**config.mk**
```make
export PLATFORM = sky130hd
export DESIGN_NAME = apb_slave_regs
export DESIGN_NICKNAME = d
export VERILOG_FILES = /design/src/rtl/apb_slave_regs.sv
export SDC_FILE = /design/constraint.sdc
export NUM_CORES = 1
export LEC_CHECK = 0
export CAP_MARGIN = 20
export CORE_ASPECT_RATIO = 0.75
export CORE_MARGIN = 10
export CORE_UTILIZATION = 47
export DETAILED_ROUTE_END_ITERATION = 10
export PLACE_DENSITY = 0.75
export SLEW_MARGIN = 20
export SYNTH_ARGS = -nofsm -noshare
export SYNTH_HDL_FRONTEND = slang
export SYNTH_SLANG_ARGS = --single-unit
```
**constraint.sdc**
```tcl
create_clock -name pclk -period 1.75 [get_ports pclk]
set_clock_uncertainty 0.2 [all_clocks]
set_input_delay 0.4375 -clock pclk [delete_from_list [all_inputs] [get_ports pclk]]
set_output_delay 0.4375 -clock pclk [all_outputs]
set_load 0.05 [all_outputs]
```
**src/rtl/apb_slave_regs.sv**
```systemverilog
// rtl/apb_slave_regs.sv - APB completer with three R/W registers, a write counter and wait states
module apb_slave_regs #(
    parameter int                    ADDR_WIDTH  = 2,
    parameter int                    DATA_WIDTH  = 2,
    parameter int                    WAIT_STATES = 1,
    parameter logic [DATA_WIDTH-1:0] RESET_VAL   = '0
) (
    input  logic                  pclk,
    input  logic                  presetn,
    input  logic [ADDR_WIDTH-1:0] paddr,
    input  logic                  pselx,
    input  logic                  penable,
    input  logic                  pwrite,
    input  logic [DATA_WIDTH-1:0] pwdata,
    output logic                  pready,
    output logic [DATA_WIDTH-1:0] prdata,
    output logic                  pslave_error
);

    typedef enum logic {
        IDLE,
        ACCESS
    } state_t;

    state_t                state_q, state_d;
    logic [3:0]            cnt_q, cnt_d;
    logic                  capture_en;
    logic                  commit;
    logic [1:0]            cap_addr_q;
    logic                  cap_write_q;
    logic [DATA_WIDTH-1:0] cap_wdata_q;
    logic [DATA_WIDTH-1:0] regs_q [3];
    logic [DATA_WIDTH-1:0] wcnt_q;

    always_comb begin
        state_d    = state_q;
        cnt_d      = cnt_q;
        capture_en = 1'b0;
        commit     = 1'b0;
        case (state_q)
            IDLE: begin
                // An access phase without a preceding setup phase is ignored.
                if (pselx && !penable) begin
                    state_d    = ACCESS;
                    cnt_d      = 4'(WAIT_STATES);
                    capture_en = 1'b1;
                end
            end
            ACCESS: begin
                if (!pselx) begin
                    state_d = IDLE;
                end else if (cnt_q != 4'd0) begin
                    cnt_d = cnt_q - 4'd1;
                end else if (penable) begin
                    commit  = 1'b1;
                    state_d = IDLE;
                end
            end
            default: state_d = IDLE;
        endcase
    end

    always_ff @(posedge pclk or negedge presetn) begin
        if (!presetn) begin
            state_q     <= IDLE;
            cnt_q       <= 4'd0;
            cap_addr_q  <= 2'd0;
            cap_write_q <= 1'b0;
            cap_wdata_q <= '0;
            wcnt_q      <= '0;
            for (int i = 0; i < 3; i++) begin
                regs_q[i] <= RESET_VAL;
            end
        end else begin
            state_q <= state_d;
            cnt_q   <= cnt_d;
            if (capture_en) begin
                cap_addr_q  <= paddr[1:0];
                cap_write_q <= pwrite;
                cap_wdata_q <= pwdata;
            end
            if (commit && cap_write_q && cap_addr_q != 2'd3) begin
                regs_q[cap_addr_q] <= cap_wdata_q;
                wcnt_q             <= wcnt_q + DATA_WIDTH'(1);
            end
        end
    end

    // Outputs depend only on registered state, never directly on APB inputs.
    assign pready       = (state_q == ACCESS) && (cnt_q == 4'd0);
    assign pslave_error = pready && cap_write_q && (cap_addr_q == 2'd3);

    always_comb begin
        prdata = '0;
        if (pready && !cap_write_q) begin
            case (cap_addr_q)
                2'd0:    prdata = regs_q[0];
                2'd1:    prdata = regs_q[1];
                2'd2:    prdata = regs_q[2];
                default: prdata = wcnt_q;
            endcase
        end
    end

endmodule

```
======== Yosys cells after proc, flatten, opt, wreduce, memory -nomap -nowiden ========
Cells that the tools add are included.
word-level totals
  memory bits (read-only) ................. 0
  memories kept ........................... 0
  latch bits .............................. 0
  memory bits (writable) .................. 0
  output and inout bits ................... 4
  word-level logic and storage cells ...... 55
  bits in registers ....................... 18
  input port bits ......................... 9
operators by class
  div/mod/pow operators ................... 0
  reductions and logical operators ........ 14
  equality and inequality tests ........... 7
  $mul .................................... 0
  $add $sub $neg .......................... 2
  bitwise operators ....................... 2
  $lt $le $gt $ge ......................... 2
  muxes and demuxes ....................... 19
  shift operators ......................... 0
operators by type and width
  operator               number
  $mux W4                3
  $mux W1                9
  $logic_and A1 B1 Y1    8
  $pmux W4 S2            1
  $bwmux W6              1
  $ne A2 B2 Y1 const B   3
  $pmux W2 S3            1
  $demux W2 S2           1
  $eq A2 B2 Y1 const B   2
  $logic_not A4 Y1       1
  $mux W2                2
  $reduce_bool A4 Y1     1
  $sub A4 B1 Y4 const B  1
  $ge A3 B3 Y1 const B   1
  $lt A3 B1 Y1 const B   1
  $not A2 Y3             1
  $reduce_and A3 Y1      1
  $add A2 B1 Y2 const B  1
  $eq A2 B1 Y1 const B   1
  $logic_not A1 Y1       2
  $logic_not A2 Y1       1
  $ne A2 B1 Y1 const B   1
  $pmux W1 S2            1
  $not A1 Y1             1

======== Logic depth before layout (Yosys ltp) ========
Gate-level depths: netlist (run 1).
  depth after elaboration ................. 6
  depth in mapped cells ................... 7
  gate-level depth less buffers ........... 6

======== Least setup slack after synthesis (run 1) ========
Ideal clock, no wire load.
  path kind ............................... reg-to-output
  start point ............................. register cnt_q[0]
  end point ............................... output port prdata[0]
  required time ........................... 1.112 ns
  path buffers ............................ 1
  setup slack ............................. -0.917 ns
  cell stages (with the launch flop) ...... 6
  arrival time ............................ 2.030 ns
  cell sequence ........................... dfrtp_1 -> inv_1 -> ha_1 -> nand4bb_1 -> buf_6 -> nor3b_1
between the ends
  word-level cells in the longest chain between the ends .. 4
ends and longest elaborated chain
  item                    line  RTL
  start, declared         26    logic [3:0] cnt_q, cnt_d;
  start signal, assigned  76    cnt_q <= cnt_d;
  $logic_not A4 Y1        90    assign pready = (state_q == ACCESS) && (cnt_q == 4'd0);
  $logic_and A1 B1 Y1     90
  $logic_and A1 B1 Y1     95    if (pready && !cap_write_q) begin
  $mux W2                 95
  end, declared           16    output logic [DATA_WIDTH-1:0] prdata,
No other way between the ends.

======== Final worst setup path (run 1) ========
Same ends and word-level chain as after synthesis.

==> flow_results.org, run 1 <==
** Yosys
- Total number of yosys warnings :: 0
- Post-synth net total :: 80
- Fraction of the yosys area taken by sequential cells :: 0.469
- In the synthesized netlist the async set-or-reset flop fraction comes to 1.00.
- Counting instances in the post-synthesis netlist gives the leading cell types as sky130_fd_sc_hd__dfrtp_1 (18), sky130_fd_sc_hd__mux2_2 (11), sky130_fd_sc_hd__inv_1 (4), sky130_fd_sc_hd__mux2i_1 (3), sky130_fd_sc_hd__nor2_1 (3).
- Synthesis handed over a netlist of 70 instances.
- Of the post-synthesis cell area, the dominant cell type holds 0.469.
- Most frequent cell after synthesis :: sky130_fd_sc_hd__dfrtp_1
- Cell types with the largest area share after synthesis :: sky130_fd_sc_hd__dfrtp_1 (47%), sky130_fd_sc_hd__mux2_2 (13%), sky130_fd_sc_hd__mux4_2 (4.7%)
- Top FF cell, synth :: sky130_fd_sc_hd__dfrtp_1
- Cell type contributing the most total cell area after synthesis :: sky130_fd_sc_hd__dfrtp_1
- Library cells used by synthesis :: 29
- A synthesized cell averages 13.7 µm².
- The synthesized design contains 18 register bits.
- Post-synth design cell area :: 961 µm²
- Number of synthesized flops with an enable pin :: 0

** Placement
- Routability-driven placement finished with a final weighted congestion of 0.809.
- Placed wire-length estimate after detailed placement :: 1.54 mm
- Post-Place Setup Slack :: -0.368 ns
- Count of input and output buffers :: 12

** Timing
- The hold violation count in the final report was 0.
- The worst path in the final design needs a cycle of 2.29 ns, including I/O delays and setup.
- Share of the clock period used by the worst path after layout :: 1.31
- The max-slew violation count is 0.
- Transition at the pin with the smallest max-transition slack :: 0.302 ns
- Count of final setup violators :: 14
- Setup repair after global routing missed its margin :: yes
- Headroom to the max-slew limit came out at 0.798.
- Maximum achievable frequency :: 437 MHz
- Final worst slack :: -0.539 ns

** Worst setup path
- CP delay by family, top :: buffers and inverters
- Worst Path Arrival :: 1.65 ns
- The most critical setup path has its startpoint at cnt_q[0].
- On the worst path, the slowest cell contributes a delay of 0.39 ns.
- Together, buffers and inverters on the worst path number 3.
- STA classifies the critical path endpoint as an output port.
- The most critical setup path has its endpoint at prdata[0].
- At the worst endpoint, the required time is 1.11 ns.
- Master of the slowest instance on the critical path :: sky130_fd_sc_hd__dfrtp_1
- The number of cells on the worst reg-to-reg path is 7.
- The worst register-to-register path begins at cnt_q[0].
- The critical path is of the reg -> out type.
- Worst-path maximum fanout :: 4
- Walking the worst path, the cells encountered are inv_1 > ha_2 > nand4bb_1 > buf_6 > nor3b_4 > buf_12.
- Crit Reg-Reg Endpoint :: regs_q[3]
- STA classifies the critical path startpoint as a flip-flop.
- Number of cells on the critical path :: 6
- Worst setup slack for register-to-register paths :: -0.35 ns

** Hold path
- The worst hold path belongs to the class in -> async.

** Floorplanning
- Horizontal extent of the die :: 72.2 µm
- In this run the standard cell core region covers 1980 µm².
- Cell Rows :: 14
- Ports placed on the boundary :: 13
- The initial utilization of the core area, before any placement, comes to 0.485.
- Area of the die :: 4270 µm²
- Measured along the y axis, the die boundary spans 59.2 µm.

** Final layout
- In the final layout, the share of cells above drive strength 1 is 0.541.
- Area added between synthesis and finish :: 49.1%
- N_diodes :: 0
- The net count of the finished layout is 120.

** Power and ir drop
- Cell leakage power :: 0.648 nW
- Power spread over the standard cell area amounts to 1170 nW/µm².
- IR analysis of the VDD net gives a maximum drop of 0.761 mV.
- Summing internal, switching and leakage power gives 0.00167 W.

** Job
- The tool flagged a number of max-cap violations equal to 0.

** Global routing
- The first global-routing pass estimated 3.57 mm of wire.
- Pin count of the biggest net entering global routing :: 19
- Number of global-route vias before repair :: 740
- After global routing the overflow that remains totals 0.
- Number of antenna violations at the first check in global routing :: 0
- Total track usage :: 0.109

** Clocking
- In this run the clock root is driven by a sky130_fd_sc_hd__clkbuf_4.
- After clock tree synthesis, the clock-pin slew on the worst setup and hold paths is 0.11 ns.
- CTS built an H-tree with a depth of 1.
- TritonCTS clock tree :: yes
- Number of buffers on the longest clock path :: 2
- Count of clock tree sinks :: 18
- CTS hold repair buffers :: 0
- The later pin in the worst-skew pair is clocked with a latency of 0.30 ns.
- Number of clock buffers inserted by TritonCTS :: 3

** Drt
- Routed via count :: 711
- Routed wire per std cell :: 16.9 µm
- First-pass DRT Iterations :: 4
- Detailed Route Iter0 Violations :: 19
- For this block, the routed nets add up to 2.25 mm of wire.
- Post-route antenna net violation count :: 0
- Residual DRC :: 0
- Vias per cell :: 5.35

** Run status
- The final reports fail on setup timing.
- Result of the run :: finished, violations left
-- kinds of logic after synthesis --
kind of cell | synth area share
DFF | 0.469
and+or+nand+nor | 0.174
buffers and inverters | 0.0560
muxes | 0.207
xor gates and xnor gates | 0.0273
AOI/OAI and AO/OA | 0.0534
adders and majority gates | 0.0130
-- final cells by class --
| type | instances | area, µm² |
|---|---|---|
| multi-input cells | 45 | 520 |
| clock buffers | 4 | 36.3 |
| well taps | 24 | 30.0 |
| flip-flops and latches | 18 | 450 |
| inverters | 4 | 18.8 |
| repair buffers | 38 | 377 |
| fillers | 134 | 547 |
-- metal layers --
| metal | track usage | part of all wire | wire (µm) |
|---|---|---|---|
| met1 | 0.136 | 0.47 | 1050 |
| met2 | 0.167 | 0.48 | 1080 |
| met3 | 0.0452 | 0.045 | 101 |
| met4 | 0.0331 | 0.0062 | 14 |
| met5 | 0 | 0 | 0 |
-- where the power goes --
group | leakage, nW | total [W] | switching (W) | internal [W]
sequential | 0.228 | 0.000627 | 0.0000938 | 0.000534
combinational | 0.398 | 0.000783 | 0.000332 | 0.000451
clock | 0.0210 | 0.000261 | 0.000134 | 0.000127
-- state kept, by name (all words and copies together) (netlist names) --
register     cells
cap_write_q      1
cap_wdata_q      2
wcnt_q           2
regs_q           6
cnt_q            4
state_q          1
cap_addr_q       2
-- how the worst min path moves through the flow --
stage	cells after the start	to	from
floorplan	0	cap_addr_q[0]	presetn
global placement	1	wcnt_q[1]	wcnt_q[1]
detailed placement	1	wcnt_q[1]	wcnt_q[1]
CTS	2	regs_q[5]	presetn
global route	2	state_q	presetn
finish	2	state_q	presetn
-- layout by cell type, fill, tap and decap left out, types with 2 or more instances in the layout --
master,count
sky130_fd_sc_hd__nand4_1,2
sky130_fd_sc_hd__buf_4,21
sky130_fd_sc_hd__buf_12,4
sky130_fd_sc_hd__clkbuf_4,3
sky130_fd_sc_hd__mux2_2,8
sky130_fd_sc_hd__mux4_2,2
sky130_fd_sc_hd__nand2b_1,2
sky130_fd_sc_hd__clkdlybuf4s50_1,7
sky130_fd_sc_hd__buf_6,5
sky130_fd_sc_hd__xor2_1,2
sky130_fd_sc_hd__nor2_1,2
sky130_fd_sc_hd__nand3_1,2
sky130_fd_sc_hd__mux2i_1,3
sky130_fd_sc_hd__mux2_4,3
sky130_fd_sc_hd__nor3b_4,3
sky130_fd_sc_hd__inv_1,3
sky130_fd_sc_hd__dfrtp_1,18
-- through the flow --
stage | utilization | area (µm²) | hold slack [ns] | TNS, ns | cells
6_report | 0.724 | 1430 | 0.255 | -3.97 | 133
5_1_grt | 0.724 | 1430 | 0.254 | -5.63 | 133
4_1_cts | 0.704 | 1390 | 0.258 | -3.84 | 131
3_5_place_dp | 0.662 | 1310 | 0.266 | -5.03 | 124
3_3_place_gp | 0.662 | 1310 | 0.260 | -4.58 | 124
2_1_floorplan | - | 1000 | -0.0581 | -1.60 | 70
-- repair_timing --
action,CTS,global route
setup endpoints to repair,15,20
pin swaps,4,5
setup buffers,3,4
resized for setup,7,6
(Power assumes the default switching activity.)
==> run 2: changes to the inputs <==
Settings changed: CORE_UTILIZATION 47 to 54, DONT_BUFFER_PORTS set to 1, PLACE_DENSITY 0.75 to 0.74.
==> run 2 against run 1 <==
Against the previous run: the run still ends with setup timing left; clock-buffer cell count did not move; hold slack worse by 0.22 ns; first-iteration DRC count up 16%; setup slack improved by 0.066 ns; global-route usage grew 1.8 points; combinational power fell by 0.9%.
==> flow_results.org, run 2 (synthesis gave the netlist of run 1 again) <==
** Clocking
- The number of buffers between clock root and the deepest sink is 2 (unchanged).
- TritonCTS built the clock tree.
- The clock-pin slew reported for the worst setup and hold paths after clock tree synthesis was 0.10 ns (about the same).
- Max H-tree Level :: 1 (unchanged)
- Clock Root Buffer :: sky130_fd_sc_hd__clkbuf_4
- The total CTS buffers is 3 (unchanged).
- The insertion delay to the later sink of the worst-skew pair was 0.29 ns (about the same).
- Count of clock tree sinks :: 18 (unchanged)

** Global routing
- First-pass GRT wire length :: 3.74 mm (+4.6%)
- The total global routing overflow is 0 (unchanged).
- Pin count of the biggest net entering global routing :: 19 (unchanged)
- The initial antenna violation count is 0 (unchanged).
- The via count of the first global-routing pass came to 741 (+0.14%).
- Total track usage :: 0.127 (+0.0179)

** Worst setup path
- Startpoint of the lowest-slack register-to-register path :: cnt_q[0]
- Nature of the critical path endpoint :: output port
- Worst setup slack for register-to-register paths :: -0.27 ns (+0.08 ns)
- The top fanout value on the critical path was 5 (+1).
- Crit Reg-Reg Endpoint :: regs_q[3]
- The setup path with the least slack is of type reg -> out.
- Depth of the most critical reg-to-reg path :: 7 (unchanged)
- The required time at the endpoint of the critical path is 1.11 ns (about the same).
- The arrival time at the worst endpoint came to 1.59 ns (-0.06 ns).
- Sort of element at the start of the critical path :: flip-flop

** Drt
- The number of detailed-routing iterations run before antenna repair came to 4 (unchanged).
- The detailed-route via count came to 658 (-7.5%).
- The remaining routing DRC violations is 0 (unchanged).
- Routed wire length :: 2.19 mm (-2.3%)
- Routed wire per std cell :: 18.4 µm (+9.2%)
- The DRC violation total after the first TritonRoute iteration came to 22 (+3).
- Post-route antenna net violation count :: 0 (unchanged)
- Vias per cell :: 5.53 (+3.4%)

** Timing
- The final count of negative-setup-slack endpoints came to 11 (-3).
- Maximum achievable frequency :: 450 MHz (+3.0%)
- Final worst slack :: -0.473 ns (+0.0664 ns)
- The final-layout setup total negative slack was -3.02 ns (+0.951 ns).
- Number of pins exceeding their max-slew limit in the final report :: 0 (unchanged)
- Setup repair after global routing could not meet its margin everywhere.
- The worst-case headroom to the max-slew limit came to 0.466 (-0.332).
- The hold violation count in the final report was 0 (unchanged).
- The shortest period the worst path allows came to 2.22 ns (-0.0664 ns).
- The pin slew with the least headroom to its limit was 0.799 ns (+0.497 ns).
- The post-route clock period utilization was 1.27 (-0.0379).
- Tightest hold margin :: 0.0398 ns (-0.215 ns)

** Hold path
- Number of cells traversed by the worst hold path :: 1
- Class of the tightest hold or removal check :: in -> reg
- For hold timing, the worst endpoint is state_q.
- Beginning of the worst hold path :: penable

** Floorplanning
- The area of the core is 1710 µm² (-14%).
- The die outline height came to 56.5 µm (-4.4%).
- Ports placed on the boundary :: 13 (unchanged)
- The initial standard-cell utilization of the core was 0.563 (+0.0772).
- The number of placement rows was 13 (-1).
- The die area came to 3880 µm² (-9.1%).
- Horizontal extent of the die :: 68.7 µm (-4.8%)

** Final layout
- regs_q holds more flip-flops than any other register.
- Max reg flops :: 6 (unchanged)
- Most common library cell in the layout ignoring fill and taps :: sky130_fd_sc_hd__dfrtp_1
- The net count of the finished layout came to 108 (-10%).
- Fraction of final layout cells with drive strength greater than 1 :: 0.567 (+0.0257)
- Most frequent cells in the layout :: sky130_fd_sc_hd__dfrtp_1 (18), sky130_fd_sc_hd__buf_4 (17), sky130_fd_sc_hd__mux2_2 (7), sky130_fd_sc_hd__mux2_4 (4), sky130_fd_sc_hd__buf_6 (4)
- The number of antenna diodes is 0 (unchanged).
- Largest regs :: regs_q: 6 flops, cnt_q: 4 flops
- Area added between synthesis and finish :: 35.7%

** Job
- The max capacitance violation total is 0 (unchanged).

** Run status
- Result of the run :: finished, violations left
- Violated checks :: setup timing

** Power and ir drop
- The worst vdd rail ir drop is 0.945 mV (+24%).
- The leakage power figure was 0.584 nW (-9.8%).
- PD cells :: 1270 nW/µm² (+8.6%)

** Placement
- The total half-perimeter wirelength after legalization and detailed placement was 1.59 mm (+2.8%).
- Routability congestion estimate from global placement :: 0.856 (+5.7%)
- Count of input and output buffers :: 0 (-12)
run 2: power by group:
part           internal (W)  switching [W]  total (W)  leakage (nW)
combinational      0.000442       0.000333   0.000776         0.335
sequential         0.000534      0.0000908   0.000625         0.228
clock              0.000127       0.000125   0.000252        0.0210
total               0.00110       0.000549    0.00165         0.584
run 2: how the worst max path moves through the flow:
stage | startpoint | to | slack, ns | cells after the start
floorplan | cnt_q[0] | regs_q[0] | -0.27 | 7
global placement | cap_addr_q[0] | prdata[1] | -0.16 | 3
detailed placement | cnt_q[1] | prdata[1] | -0.17 | 6
CTS | cap_addr_q[0] | prdata[0] | -0.47 | 3
global route | cnt_q[1] | prdata[1] | -0.55 | 6
finish | cnt_q[0] | prdata[1] | -0.47 | 6
run 2: what timing repair did:
item,4_1_cts,5_1_grt
hold endpoints to repair,18,0
gates resized for setup,15,4
setup buffers,4,1
setup endpoints to repair,14,14
hold buffers,1,0
pin swaps,9,7
run 2: worst max-delay path, cell delays in order (launching register included):
cell and delay, ns:
sky130_fd_sc_hd__dfrtp_1 0.40, sky130_fd_sc_hd__inv_2 0.05, sky130_fd_sc_hd__ha_2 0.17, sky130_fd_sc_hd__nand4bb_1 0.11
sky130_fd_sc_hd__buf_6 0.16, sky130_fd_sc_hd__nor3b_4 0.21, sky130_fd_sc_hd__buf_6 0.18
run 2: layer usage:
layer,part of all wire,track usage,up-vias,wire length (µm)
met3,0.053,0.0475,2,116
met4,0.0046,0.0253,0,10
li1,-,-,311,-
met5,0,0,-,0
met1,0.46,0.157,330,1010
met2,0.48,0.202,15,1060
run 2: through the flow:
step / util / setup slack [ns] / power (W) / instances / instance area (µm²)
after global placement: 0.676 / -0.163 / 0.00123 / 111 / 1150
after global routing: 0.763 / -0.551 / 0.00175 / 119 / 1300
after floorplan: - / -0.268 / 0.00102 / 70 / 1000
after detailed placement: 0.676 / -0.171 / 0.00126 / 111 / 1150
final: 0.763 / -0.473 / 0.00165 / 119 / 1300
after CTS: 0.757 / -0.473 / 0.00163 / 119 / 1290
run 2: area by class of cell:
class	count	area [µm²]
Multi-Input combinational cell	45	523
Sequential cell	18	450
Fill cell	107	404
Timing Repair Buffer	26	248
Clock buffer	4	36.3
Tap cell	22	27.5
Inverter	4	18.8
